File: src/rtl/io_peer_pkg.sv
// rtl/io_peer_pkg.sv - shared state encoding and default sizing for io_peer
package io_peer_pkg;

  localparam logic [0:0] IDLE = 1'b0;
  localparam logic [0:0] ACK  = 1'b1;

  localparam int DEFAULT_DEPTH   = 4;
  localparam int DEFAULT_TIMEOUT = 255;

endpackage

File: src/rtl/io_peer_sync_fifo.sv
// rtl/io_peer_sync_fifo.sv - single-clock byte FIFO with pre-edge full/empty
module sync_fifo #(
  parameter int DEPTH = 4,
  parameter int WIDTH = 8
) (
  input  logic             clk,
  input  logic             rst_n,
  input  logic [WIDTH-1:0] wr_data,
  input  logic             wr_en,
  output logic             full,
  input  logic             rd_en,
  output logic [WIDTH-1:0] rd_data,
  output logic             empty
);

  localparam int AW = $clog2(DEPTH);
  localparam logic [AW-1:0] PTR_ONE  = 1;
  localparam logic [AW:0]   CNT_ONE  = 1;
  localparam logic [AW:0]   CNT_FULL = (AW+1)'(DEPTH);

  logic [AW-1:0]    wr_ptr_q, wr_ptr_d;
  logic [AW-1:0]    rd_ptr_q, rd_ptr_d;
  logic [AW:0]      count_q, count_d;
  logic [WIDTH-1:0] mem_q [DEPTH];
  logic [WIDTH-1:0] mem_d [DEPTH];
  logic             push, pop;

  assign full    = (count_q == CNT_FULL);
  assign empty   = (count_q == '0);
  assign push    = wr_en & ~full;
  assign pop     = rd_en & ~empty;
  assign rd_data = empty ? '0 : mem_q[rd_ptr_q];

  always_comb begin
    wr_ptr_d = wr_ptr_q;
    rd_ptr_d = rd_ptr_q;
    count_d  = count_q;
    mem_d    = mem_q;
    if (push) begin
      mem_d[wr_ptr_q] = wr_data;
      wr_ptr_d        = wr_ptr_q + PTR_ONE;
    end
    if (pop) begin
      rd_ptr_d = rd_ptr_q + PTR_ONE;
    end
    case ({push, pop})
      2'b10:   count_d = count_q + CNT_ONE;
      2'b01:   count_d = count_q - CNT_ONE;
      default: count_d = count_q;
    endcase
  end

  always_ff @(posedge clk or negedge rst_n) begin
    if (!rst_n) begin
      wr_ptr_q <= '0;
      rd_ptr_q <= '0;
      count_q  <= '0;
    end else begin
      wr_ptr_q <= wr_ptr_d;
      rd_ptr_q <= rd_ptr_d;
      count_q  <= count_d;
    end
  end

  // Storage needs no reset: rd_data is forced to zero while empty.
  always_ff @(posedge clk) begin
    mem_q <= mem_d;
  end

endmodule

File: src/rtl/io_peer.sv
// rtl/io_peer.sv - full-duplex 4-phase handshake responder with host byte FIFOs
module io_peer
  import io_peer_pkg::*;
#(
  parameter int DEPTH   = DEFAULT_DEPTH,
  parameter int TIMEOUT = DEFAULT_TIMEOUT
) (
  input  logic       g_clk,
  input  logic       g_clr,
  input  logic [7:0] bus_out,
  input  logic       hs_out,
  output logic [7:0] bus_in,
  output logic       hs_in,
  input  logic [7:0] tx_data,
  input  logic       tx_valid,
  output logic       tx_ready,
  output logic [7:0] rx_data,
  output logic       rx_valid,
  input  logic       rx_ready,
  output logic       tx_underrun,
  output logic       proto_err
);

  localparam int CW = $clog2(TIMEOUT + 1);
  localparam logic [CW-1:0] CNT_MAX = CW'(TIMEOUT);
  localparam logic [CW-1:0] CNT_ONE = 1;

  logic [0:0]    state_q, state_d;
  logic [CW-1:0] cnt_q, cnt_d;
  logic          empty_ack_q, empty_ack_d;
  logic          tx_underrun_q, tx_underrun_d;
  logic          proto_err_q, proto_err_d;
  logic          rx_push, tx_pop;
  logic          tx_full, tx_empty, rx_full, rx_empty;
  logic [7:0]    tx_head;

  sync_fifo #(.DEPTH(DEPTH), .WIDTH(8)) u_tx_fifo (
    .clk     (g_clk),
    .rst_n   (g_clr),
    .wr_data (tx_data),
    .wr_en   (tx_valid),
    .full    (tx_full),
    .rd_en   (tx_pop),
    .rd_data (tx_head),
    .empty   (tx_empty)
  );

  sync_fifo #(.DEPTH(DEPTH), .WIDTH(8)) u_rx_fifo (
    .clk     (g_clk),
    .rst_n   (g_clr),
    .wr_data (bus_out),
    .wr_en   (rx_push),
    .full    (rx_full),
    .rd_en   (rx_ready),
    .rd_data (rx_data),
    .empty   (rx_empty)
  );

  assign tx_ready    = ~tx_full;
  assign rx_valid    = ~rx_empty;
  assign hs_in       = (state_q == ACK);
  assign tx_underrun = tx_underrun_q;
  assign proto_err   = proto_err_q;
  // A byte pushed by the host mid-ACK must not appear on bus_in or be consumed
  // by an exchange that started with TX empty.
  assign bus_in      = (state_q == ACK && empty_ack_q) ? 8'h00 : tx_head;

  always_comb begin
    state_d       = state_q;
    cnt_d         = cnt_q;
    empty_ack_d   = empty_ack_q;
    tx_underrun_d = tx_underrun_q;
    proto_err_d   = proto_err_q;
    rx_push       = 1'b0;
    tx_pop        = 1'b0;
    case (state_q)
      IDLE: begin
        if (hs_out && !rx_full) begin
          rx_push     = 1'b1;
          state_d     = ACK;
          cnt_d       = '0;
          empty_ack_d = tx_empty;
        end
      end
      default: begin
        if (!hs_out) begin
          if (empty_ack_q) tx_underrun_d = 1'b1;
          else             tx_pop        = 1'b1;
          state_d = IDLE;
        end else if (cnt_q == CNT_MAX) begin
          proto_err_d = 1'b1;
        end else begin
          cnt_d = cnt_q + CNT_ONE;
        end
      end
    endcase
  end

  always_ff @(posedge g_clk or negedge g_clr) begin
    if (!g_clr) begin
      state_q       <= IDLE;
      cnt_q         <= '0;
      empty_ack_q   <= 1'b0;
      tx_underrun_q <= 1'b0;
      proto_err_q   <= 1'b0;
    end else begin
      state_q       <= state_d;
      cnt_q         <= cnt_d;
      empty_ack_q   <= empty_ack_d;
      tx_underrun_q <= tx_underrun_d;
      proto_err_q   <= proto_err_d;
    end
  end

endmodule

File: config.mk
export PLATFORM = sky130hd
export DESIGN_NAME = io_peer
export DESIGN_NICKNAME = d
export VERILOG_FILES = /design/src/rtl/io_peer_pkg.sv /design/src/rtl/io_peer_sync_fifo.sv /design/src/rtl/io_peer.sv
export SDC_FILE = /design/constraint.sdc
export NUM_CORES = 1
export LEC_CHECK = 0
export CAP_MARGIN = 0
export CORE_MARGIN = 4
export CORE_UTILIZATION = 40
export CTS_CLUSTER_SIZE = 12
export DETAILED_ROUTE_END_ITERATION = 10
export GPL_TIMING_DRIVEN = 0
export HOLD_SLACK_MARGIN = 0.02
export SYNTH_ARGS = -nofsm -noshare
export SYNTH_HDL_FRONTEND = slang
export SYNTH_HIERARCHICAL = 1
export SYNTH_SLANG_ARGS = --single-unit
File: constraint.sdc
create_clock -name g_clk -period 3.1 [get_ports g_clk]
set_input_delay 0.62 -clock g_clk [delete_from_list [all_inputs] [get_ports g_clk]]
set_output_delay 0.62 -clock g_clk [all_outputs]
set_load 0.005 [all_outputs]
# --- After elaboration in Yosys (flattened, before gate mapping) ---
# Index checks and enable logic that the tools add are counted.
op_classes:
  muxes: 28
  n_bitwise: 14
  mul: 0
  eq_ne: 9
  reduce_logical: 14
  n_addsub: 9
  n_shift: 0
  n_lt_le_gt_ge: 6
  div: 0
ops:
  columns: ["op", "count"]
  rows:
  - ["8-bit 2-to-1 mux", 13]
  - ["32-bit bitwise mux", 2]
  - ["8-bit binary-select mux with 2-bit select", 2]
  - ["8-bit demux with 2-bit select", 2]
  - ["3-bit greater-or-equal comparator (second input constant)", 4]
  - ["2-bit NOT with 3-bit output", 4]
  - ["3-bit one-hot mux with 2 select lines", 2]
  - ["3-bit AND reduction", 3]
  - ["2-bit by 1-bit adder with 2-bit output (second input constant)", 4]
  - ["8-bit by 1-bit adder with 8-bit output (second input constant)", 1]
  - ["8-bit equality test (second input constant)", 1]
  - ["1-bit 2-to-1 mux", 7]
  - ["3-bit by 1-bit adder with 3-bit output (second input constant)", 2]
  - ["3-bit equality test (second input constant)", 2]
  - ["3-bit logical NOT", 2]
  - ["3-bit by 1-bit < comparator with 1-bit output (second input constant)", 2]
  - ["1-bit NOT", 6]
  - ["2-bit nonzero test", 3]
  - ["3-bit by 1-bit subtractor with 3-bit output (second input constant)", 2]
  - ["1-bit AND", 4]
  - ["2-bit by 1-bit equality test with 1-bit output (second input constant)", 2]
  - ["2-bit equality test (second input constant)", 2]
  - ["1-bit logical AND", 4]
  - ["2-bit inequality test (second input constant)", 2]
  - ["2 further kinds", 2]
totals:
  latchBits: 0
  rom_bits: 0
  wordCells: 99
  ramBits: 0
  register_bits: 90
  output_inout_bits: 21
  n_memories: 0
  input_bits: 21

# --- Depth between registers and ports, before layout ---
# Gate-level depths: netlist of the first run.
depth:
  ltp_word: 8
  ltp_mapped: 12
  ltp_nobuf: 12

# --- Cells and area by module ---
# The synthesis of the first run kept the hierarchy.
modules_own_cells:
  columns: ["mod", "cells_each", "seq_area_each_um2", "n_inst", "area_per_inst_um2"]
  rows:
  - ["sync_fifo (u_rx_fifo)", 89, 1136.1, 1, 1656.6]
  - ["sync_fifo (u_tx_fifo)", 90, 1136.1, 1, 1655.3]
  - ["io_peer", 74, 300.3, 1, 659.4]

# --- Worst setup path after synthesis of the first run ---
# OpenSTA, ideal clock, no wires.
synth_path:
  kind: "register -> register"
  startpoint: "reg u_rx_fifo.count_q[0]"
  endpoint: "reg u_rx_fifo.count_q[2]"
  setup_time_ns: 0.079
  t_arrival_ns: 2.161
  path_stages_with_launch: 13
  path_slack_ns: 0.860
  synth_period_minus_slack_ns: 2.240
  t_required_ns: 3.021
  path_buffers: 0
  cell_sequence: "dfrtp_1 nor3b_2 inv_1 nand3_1 inv_1 nor2b_2 inv_1 ha_1 inv_1 fa_1 xor2_1 nor2_1 xor2_1"
synth_via:
  elab_chain_len: 8
  word_cells_on_any_way: 16
  cone_classes: "2 x add/sub; 3 x eq/ne; 3 x mux; 4 x bitwise; 4 x reduce/logical"
synth_lines:
  columns: ["item", "line_no", "rtl"]
  rows:
  - ["from (decl)", "io_peer_sync_fifo.sv:23", "logic [AW:0] count_q, count_d;"]
  - ["from (signal assigned)", "io_peer_sync_fifo.sv:61", "count_q <= count_d;"]
  - ["3-bit equality test (*)", "io_peer_sync_fifo.sv:28", "assign full = (count_q == CNT_FULL);"]
  - ["via rx_full", "io_peer.sv:34", "logic tx_full, tx_empty, rx_full, rx_empty;"]
  - ["1-bit logical NOT (*)", "io_peer.sv:78", "if (hs_out && !rx_full) begin"]
  - ["1-bit logical AND (*)", "io_peer.sv:78", null]
  - ["1-bit 2-to-1 mux (*)", "io_peer.sv:78", null]
  - ["1-bit 2-to-1 mux (*)", "io_peer.sv:76", "case (state_q)"]
  - ["via rx_push", "io_peer.sv:33", "logic rx_push, tx_pop;"]
  - ["1-bit AND (*)", "io_peer_sync_fifo.sv:30", "assign push = wr_en & ~full;"]
  - ["2-bit by 1-bit equality test with 1-bit output / 2-bit equality test (equally long branches)", "io_peer_sync_fifo.sv:46", "case ({push, pop})"]
  - ["3-bit one-hot mux with 2 select lines / 2-bit nonzero test (equally long branches)", null, null]
# Mark *: on every way through the listed nets, which the timed path passes. The rest lies on a longest branch.
# A chain may end at the register's enable or synchronous reset.

# --- Worst setup path after layout of the first run ---
layout_path:
  startpoint: "reg u_tx_fifo.rd_ptr_q[0]"
  endpoint: "out bus_in[7]"
layout_via:
  elab_chain_len: 6
layout_lines:
  columns: ["item", "line_no", "rtl"]
  rows:
  - ["from (decl)", "io_peer_sync_fifo.sv:22", "logic [AW-1:0] rd_ptr_q, rd_ptr_d;"]
  - ["from (signal assigned)", "io_peer_sync_fifo.sv:60", "rd_ptr_q <= rd_ptr_d;"]
  - ["2-bit NOT with 3-bit output (implied by the code)", "io_peer_sync_fifo.sv:32", "assign rd_data = empty ? '0 : mem_q[rd_ptr_q];"]
  - ["8-bit binary-select mux with 2-bit select", "io_peer_sync_fifo.sv:32", null]
  - ["8-bit 2-to-1 mux (implied by the code) (2 in a row)", "io_peer_sync_fifo.sv:32", null]
  - ["8-bit 2-to-1 mux", "io_peer_sync_fifo.sv:32", null]
  - ["via tx_head[7]", "io_peer.sv:35", "logic [7:0] tx_head;"]
  - ["8-bit 2-to-1 mux", "io_peer.sv:66", "assign bus_in = (state_q == ACK && empty_ack_q) ? 8'h00 : tx_head;"]
  - ["to (decl)", "io_peer.sv:12", "output logic [7:0] bus_in,"]
# The timed path passes the listed nets, and every way through them passes these cells. The select of a mux whose other input is x is not followed.

==> flow_summary.json, run 1 <==
{
  "outcome": "finished, final reports clean",
  "worst_setup_path_start_kind": "flip-flop",
  "grt_start_max_net_pins": 27,
  "holdWs_ns": 0.271,
  "total_leakage_power_nw": 1.75,
  "htree_levels": 3,
  "syn_area_per_cell_um2": 15.7,
  "p_int_mw": 2.81,
  "nets": 339,
  "routed-via-count": 2113,
  "first_global_vias": 2259,
  "dieArea_um2": 11600,
  "start_util_pct": 40.8,
  "final_util_pct": 48.6,
  "clock_skew_ns": 0.00903,
  "p_seq_share_pct": 42.5,
  "syn2layout_area_growth_pct": 19.0,
  "reg2regPathDepth": 12,
  "die_x_um": 108,
  "synthFlopType": "edfxtp_1",
  "cp-startpoint": "u_tx_fifo/rd_ptr_q[0]$_DFFE_PN0P_",
  "ir_drop_mv": 0.403,
  "post_cts_resized": 0,
  "synth_edf_count": 64,
  "fmax_ghz": 0.362,
  "swShare_pct": 30.8,
  "crit_cells": 5,
  "switchingPower_mw": 1.25,
  "first_iter_violations": 78,
  "seq_area_frac_synth_pct": 64.8,
  "clkPwrFrac_pct": 18.3,
  "layout.cells.non_filler": 443,
  "dieHeight_um": 108,
  "setup_viol": 0,
  "cts_setup_buffers": 0,
  "io_buffers": 41,
  "period_share_pct": 89.2,
  "drv_cap": 0,
  "cp_common_cell": "and2_1",
  "setup_ws_ns": 0.335,
  "root_buffer": "clkbuf_8",
  "timing_worst_slew_pin_value_ns": 0.588,
  "hp-class": "in -> async",
  "yosys.area_share.adder_pct": 4.47,
  "crit_buf_inv": 2,
  "mostFrequentLayoutCells": "edfxtp_1 (64), clkdlybuf4s50_1 (40), and2_1 (33), dfrtp_1 (26), inv_1 (21)",
  "critical-path-top-delay-family": "buffers and inverters",
  "end_kind": "output pin",
  "clk_path_buf_depth": 2,
  "io_pins": 42,
  "powerDensity_nw_per_um2": 859,
  "final_common_cell": "edfxtp_1",
  "fin_crit_ns": 2.77,
  "row_count": 36,
  "dp_hpwl_um": 4650,
  "grt.total_usage_pct": 12.6,
  "muxShareOfSynthArea_pct": 10.1,
  "wl_um": 6730,
  "slew_headroom_pct": 60.8,
  "critPathMaxStageDelay_ns": 0.50,
  "multiInputGateArea_um2": 1260,
  "synth_top_family_by_area": "simple AND/OR/NAND/NOR gates",
  "tns_ns": 0,
  "placedCellCount": 427,
  "syn_inst": 253,
  "synth_cell_types": 39,
  "finalWeightedCongestion": 0.740,
  "synth_compound_area_share_pct": 3.06,
  "synth-seq-cells": 90,
  "grt_pass1_wl_um": 11100,
  "synthesis.nets": 287,
  "wl_per_cell_um": 15.2,
  "crit_chain": "buf_6, mux4_2, and2_1, and2_1, clkdlybuf4s50_1",
  "total_power_mw": 4.06,
  "drc": 0,
  "ant_nets": 0,
  "crit_fanout": 10,
  "diodes": 0,
  "clk_latency_ns": 0.34,
  "cts.reportedPaths.clkPinSlew_ns": 0.09,
  "drv_slew": 0,
  "comb_power_share_pct": 39.3,
  "register_area_um2": 2570,
  "globalRoute.totalOverflow": 0,
  "yosysWarnings": 6,
  "required_ns": 2.48,
  "finalHoldViolations": 0,
  "antenna_found_initial": 0,
  "holdBufCountCts": 0,
  "postPlaceCellArea_um2": 4550,
  "cts_tree": "built",
  "worstSetupPathType": "reg -> out",
  "r2r-start": "u_rx_fifo/count_q[0]$_DFFE_PN0P_",
  "arrival_ns": 2.15,
  "fill_cells": 899,
  "fin_area_um2": 4730,
  "post-place-ws_ns": 0.0944,
  "crit_slowest_cell": "mux4_2",
  "async_reset_ff_share_pct": 28.9,
  "rsz0062_at_grt": "no",
  "synth_area_um2": 3970,
  "cts_sinks": 90,
  "coreArea_um2": 9730,
  "synth-simple-area-share_pct": 11.5,
  "synth-xor-area-share_pct": 2.65,
  "drtPass1Iterations": 4,
  "drive_gt1_share_pct": 17.4,
  "viasPerCell": 4.77,
  "numCtsBuffers": 9
}
==> cell type report <==
type	instances	area share (%)
multi-input combinational	136	26.8
inverter	21	1.67
timing repair buffer	41	8.58
tap	133	3.52
sequential	90	54.4
clock buffer	9	2.62
clock inverter	7	1.27
buffer	6	1.16
==> synth_stat cells, types with 2 or more instances <==
library cell	instances	area share, %
edfxtp_1	64	48
and2_1	33	5.2
dfrtp_1	26	16
inv_1	21	2.0
mux4_2	16	9.1
ha_1	11	3.5
nand2_1	10	0.95
nand3_1	6	0.76
o21ai_0	6	0.76
xnor2_1	6	1.3
xor2_1	6	1.3
buf_6	4	1.1
nor2_1	4	0.38
a31oi_1	3	0.47
and2_4	2	0.44
clkbuf_2	2	0.25
fa_1	2	1.0
mux2_2	2	0.57
mux2i_1	2	0.50
nand2b_1	2	0.32
nand3_2	2	0.50
nor2b_2	2	0.44
nor3_1	2	0.25
nor3b_2	2	0.63
o311ai_0	2	0.44
or3_4	2	0.57
==> power by group through the flow <==
stage	clock network (mW)	registers [mW]	logic, mW
2_1_floorplan	0	1.71	1.03
3_3_place_gp	0	1.74	1.61
3_5_place_dp	0	1.75	1.64
4_1_cts	0.768	1.73	1.65
5_1_grt	0.825	1.76	1.78
6_report	0.741	1.72	1.59
==> logic make-up (layout without fill, tap and decap cells) <==
logic type	Yosys count	in the layout
DFF	90	90
and+or+nand+nor	72	72
buffers and inverters	27	84
muxes	20	20
AOI/OAI and AO/OA	19	19
adders and majority gates	13	13
xor gates and xnor gates	12	12
==> per-layer routing <==
layer	up-vias	share of wire, %	routed length, um	global-route usage, %
met4	0	1.1	73	4.33
met3	6	3.8	256	2.88
met1	1043	47	3150	16.1
met5	-	0	0	0
li1	1025	-	-	-
met2	39	48	3250	21.0
==> final timing paths <==
check / endpoint / slack [ns]
max: bus_in[7] / 0.33
min: u_rx_fifo/count_q[0]$_DFFE_PN0P_ / 0.27
max reg2reg: u_rx_fifo/count_q[2]$_DFFE_PN0P_ / 0.52
min reg2reg: proto_err$_DFFE_PN0P_ / 0.46
max in group asynchronous: u_rx_fifo/wr_ptr_q[0]$_DFFE_PN0P_ / 2.44
min in group g_clk: proto_err$_DFFE_PN0P_ / 0.46
==> worst reg2reg max path, cell delays in order, from the launching register on <==
cell and delay (ns):
dfrtp_1 0.45, nor3b_2 0.36, inv_1 0.08, nand3_1 0.21, inv_1 0.11, nor2b_2 0.21
inv_1 0.09, ha_1 0.18, inv_1 0.06, fa_1 0.37, xor2_1 0.15, nor2_1 0.11
xor2_1 0.15
==> sequential cells by signal, summed over array words and instances (netlist names) <==
signal,cells
cnt_q,8
empty_ack_q,1
hs_in,1
proto_err,1
tx_underrun,1
u_rx_fifo/count_q,3
u_rx_fifo/mem_q,32
u_rx_fifo/rd_ptr_q,2
u_rx_fifo/wr_ptr_q,2
u_tx_fifo/count_q,3
u_tx_fifo/mem_q,32
u_tx_fifo/rd_ptr_q,2
u_tx_fifo/wr_ptr_q,2
No activity file was read; power rests on OpenSTA's default activity.
==> run 2: changes to the inputs <==
--- a/config.mk
+++ b/config.mk
@@ -12,6 +12,7 @@
 export DETAILED_ROUTE_END_ITERATION = 10
 export GPL_TIMING_DRIVEN = 0
 export HOLD_SLACK_MARGIN = 0.02
+export PLACE_DENSITY = 0.68
 export SYNTH_ARGS = -nofsm -noshare
 export SYNTH_HDL_FRONTEND = slang
 export SYNTH_HIERARCHICAL = 1
==> run 2 against run 1 <==
Net effect: non-clock buffer count unchanged; utilization increased by 0.064 points; cell count did not move; worst setup slack worse by 0.0091 ns; count of clock-buffer cells in the layout is the same; first-iteration DRC count is 6.4% lower; clock power is 3.6% higher; critical path type unchanged; largest cell class unchanged; highest routed layer unchanged.
==> flow_summary.json, run 2 (synthesis results as in run 1) <==
{
  "finalHoldViolations": 0,
  "row_count": 36,
  "drv_slew": 0,
  "mostFrequentLayoutCells": "edfxtp_1 (64), clkdlybuf4s50_1 (40), and2_1 (33), dfrtp_1 (26), inv_1 (21)",
  "cts_setup_buffers": 0,
  "io_pins": 42,
  "finalWeightedCongestion": 0.791,
  "critPathMaxStageDelay_ns": 0.50,
  "dieHeight_um": 108,
  "total_power_mw": 4.08,
  "clk_latency_ns": 0.36,
  "crit_fanout": 10,
  "worstSetupPathType": "reg -> out",
  "arrival_ns": 2.15,
  "first_iter_violations": 73,
  "routed-via-count": 2137,
  "layout.cells.non_filler": 443,
  "start_util_pct": 40.8,
  "total_leakage_power_nw": 1.75,
  "slew_headroom_pct": 59.4,
  "register_area_um2": 2570,
  "drv_cap": 0,
  "drive_gt1_share_pct": 17.4,
  "holdBufCountCts": 0,
  "first_global_vias": 2284,
  "final_common_cell": "edfxtp_1",
  "diodes": 0,
  "multiInputGateArea_um2": 1260,
  "rr_endpoint": "u_rx_fifo/count_q[2]$_DFFE_PN0P_",
  "fmax_ghz": 0.360,
  "antenna_found_initial": 0,
  "drc": 0,
  "crit_chain": "buf_6, mux4_2, and2_1, and2_1, clkdlybuf4s50_1",
  "crit_slowest_cell": "mux4_2",
  "top_regs": "u_rx_fifo/mem_q x32, u_tx_fifo/mem_q x32, cnt_q x8",
  "required_ns": 2.48,
  "tns_ns": 0,
  "end_kind": "output pin",
  "htree_levels": 3,
  "crit_buf_inv": 2,
  "drtPass1Iterations": 6,
  "cts_sinks": 90,
  "syn2layout_area_growth_pct": 19.2,
  "cts.reportedPaths.clkPinSlew_ns": 0.10,
  "wl_per_cell_um": 14.9,
  "crit_cells": 5,
  "hp-class": "in -> async",
  "setup_viol": 0,
  "clk_path_buf_depth": 2,
  "wl_um": 6620,
  "cts_tree": "built",
  "nets": 339,
  "placedCellCount": 427,
  "rsz0062_at_grt": "no",
  "coreArea_um2": 9730,
  "reg2regPathDepth": 12,
  "numCtsBuffers": 9,
  "globalRoute.totalOverflow": 0,
  "fin_crit_ns": 2.77,
  "timing_worst_slew_pin_value_ns": 0.609,
  "reg2reg_slack_ns": 0.53,
  "ant_nets": 0,
  "outcome": "finished, final reports clean",
  "dp_hpwl_um": 4510,
  "grt_start_max_net_pins": 27,
  "cp-startpoint": "u_tx_fifo/rd_ptr_q[0]$_DFFE_PN0P_",
  "root_buffer": "clkbuf_8",
  "dieArea_um2": 11600,
  "cp_common_cell": "and2_1",
  "post_cts_resized": 0,
  "grt.total_usage_pct": 12.5,
  "period_share_pct": 89.5,
  "r2r-start": "u_rx_fifo/count_q[0]$_DFFE_PN0P_",
  "die_x_um": 108,
  "powerDensity_nw_per_um2": 863,
  "ir_drop_mv": 0.391,
  "clock_skew_ns": 0.00861,
  "grt_pass1_wl_um": 11100,
  "fill_cells": 869,
  "crit_end": "bus_in[3]",
  "critical-path-top-delay-family": "buffers and inverters",
  "viasPerCell": 4.82,
  "worst_setup_path_start_kind": "flip-flop",
  "io_buffers": 41
}
-- run 2: cell count changes in the layout (fill, tap and decap cells not counted) --
cell        before  now
clkinvlp_4       3    2
inv_8            1    3
inv_6            3    2
-- run 2: report_power, final --
part | leakage, nW | total (mW) | switching [mW] | internal (mW)
registers | 0.904 | 1.72 | 0.146 | 1.58
logic | 0.758 | 1.59 | 0.667 | 0.927
clock network | 0.0922 | 0.768 | 0.454 | 0.314
-- run 2: layout make-up --
| class | count | area share (%) |
|---|---|---|
| sequential | 90 | 54.3 |
| multi-input combinational | 136 | 26.7 |
| timing repair buffer | 41 | 8.56 |
| tap | 133 | 3.52 |
| clock buffer | 9 | 2.62 |
| inverter | 21 | 1.67 |
| clock inverter | 7 | 1.40 |
| buffer | 6 | 1.16 |
-- run 2: routing by layer --
| metal | part of all wire, % | GRT usage (%) | wire length, um |
|---|---|---|---|
| met5 | 0 | 0 | 0 |
| met4 | 1.5 | 5.41 | 99 |
| met3 | 4.5 | 2.70 | 301 |
| met2 | 50 | 20.9 | 3320 |
| met1 | 44 | 15.7 | 2900 |
-- run 2: worst min path at each step --
| stage | start | endpoint | slack, ns | cells after the start |
|---|---|---|---|---|
| 3_3_place_gp | proto_err$_DFFE_PN0P_ | proto_err$_DFFE_PN0P_ | 0.45 | 1 |
| 3_5_place_dp | proto_err$_DFFE_PN0P_ | proto_err$_DFFE_PN0P_ | 0.46 | 1 |
| 4_1_cts | proto_err$_DFFE_PN0P_ | proto_err$_DFFE_PN0P_ | 0.49 | 1 |
| 2_1_floorplan | g_clr | cnt_q[0]$_DFFE_PN0P_ | 0.32 | 0 |
| 6_report | g_clr | u_tx_fifo/count_q[2]$_DFFE_PN0P_ | 0.27 | 1 |
| 5_1_grt | g_clr | u_tx_fifo/rd_ptr_q[0]$_DFFE_PN0P_ | 0.31 | 1 |
-- run 2: per-stage QoR --
step	util [%]	hold slack, ns	setup WS [ns]	area, um^2
3_5_place_dp	46.7	0.460	0.102	4550
6_report	48.6	0.268	0.326	4730
4_1_cts	48.7	0.487	0.301	4740
3_3_place_gp	46.7	0.448	0.119	4550
2_1_floorplan	-	0.324	0.860	3970
5_1_grt	48.6	0.307	0.225	4730
-- run 2: worst reg2reg max path, stage by stage, from the launching register on --
cell and delay, ns:
dfrtp_1 0.45, nor3b_2 0.37, inv_1 0.07, nand3_1 0.21, inv_1 0.11, nor2b_2 0.21
inv_1 0.08, ha_1 0.17, inv_1 0.06, fa_1 0.37, xor2_1 0.15, nor2_1 0.11
xor2_1 0.15
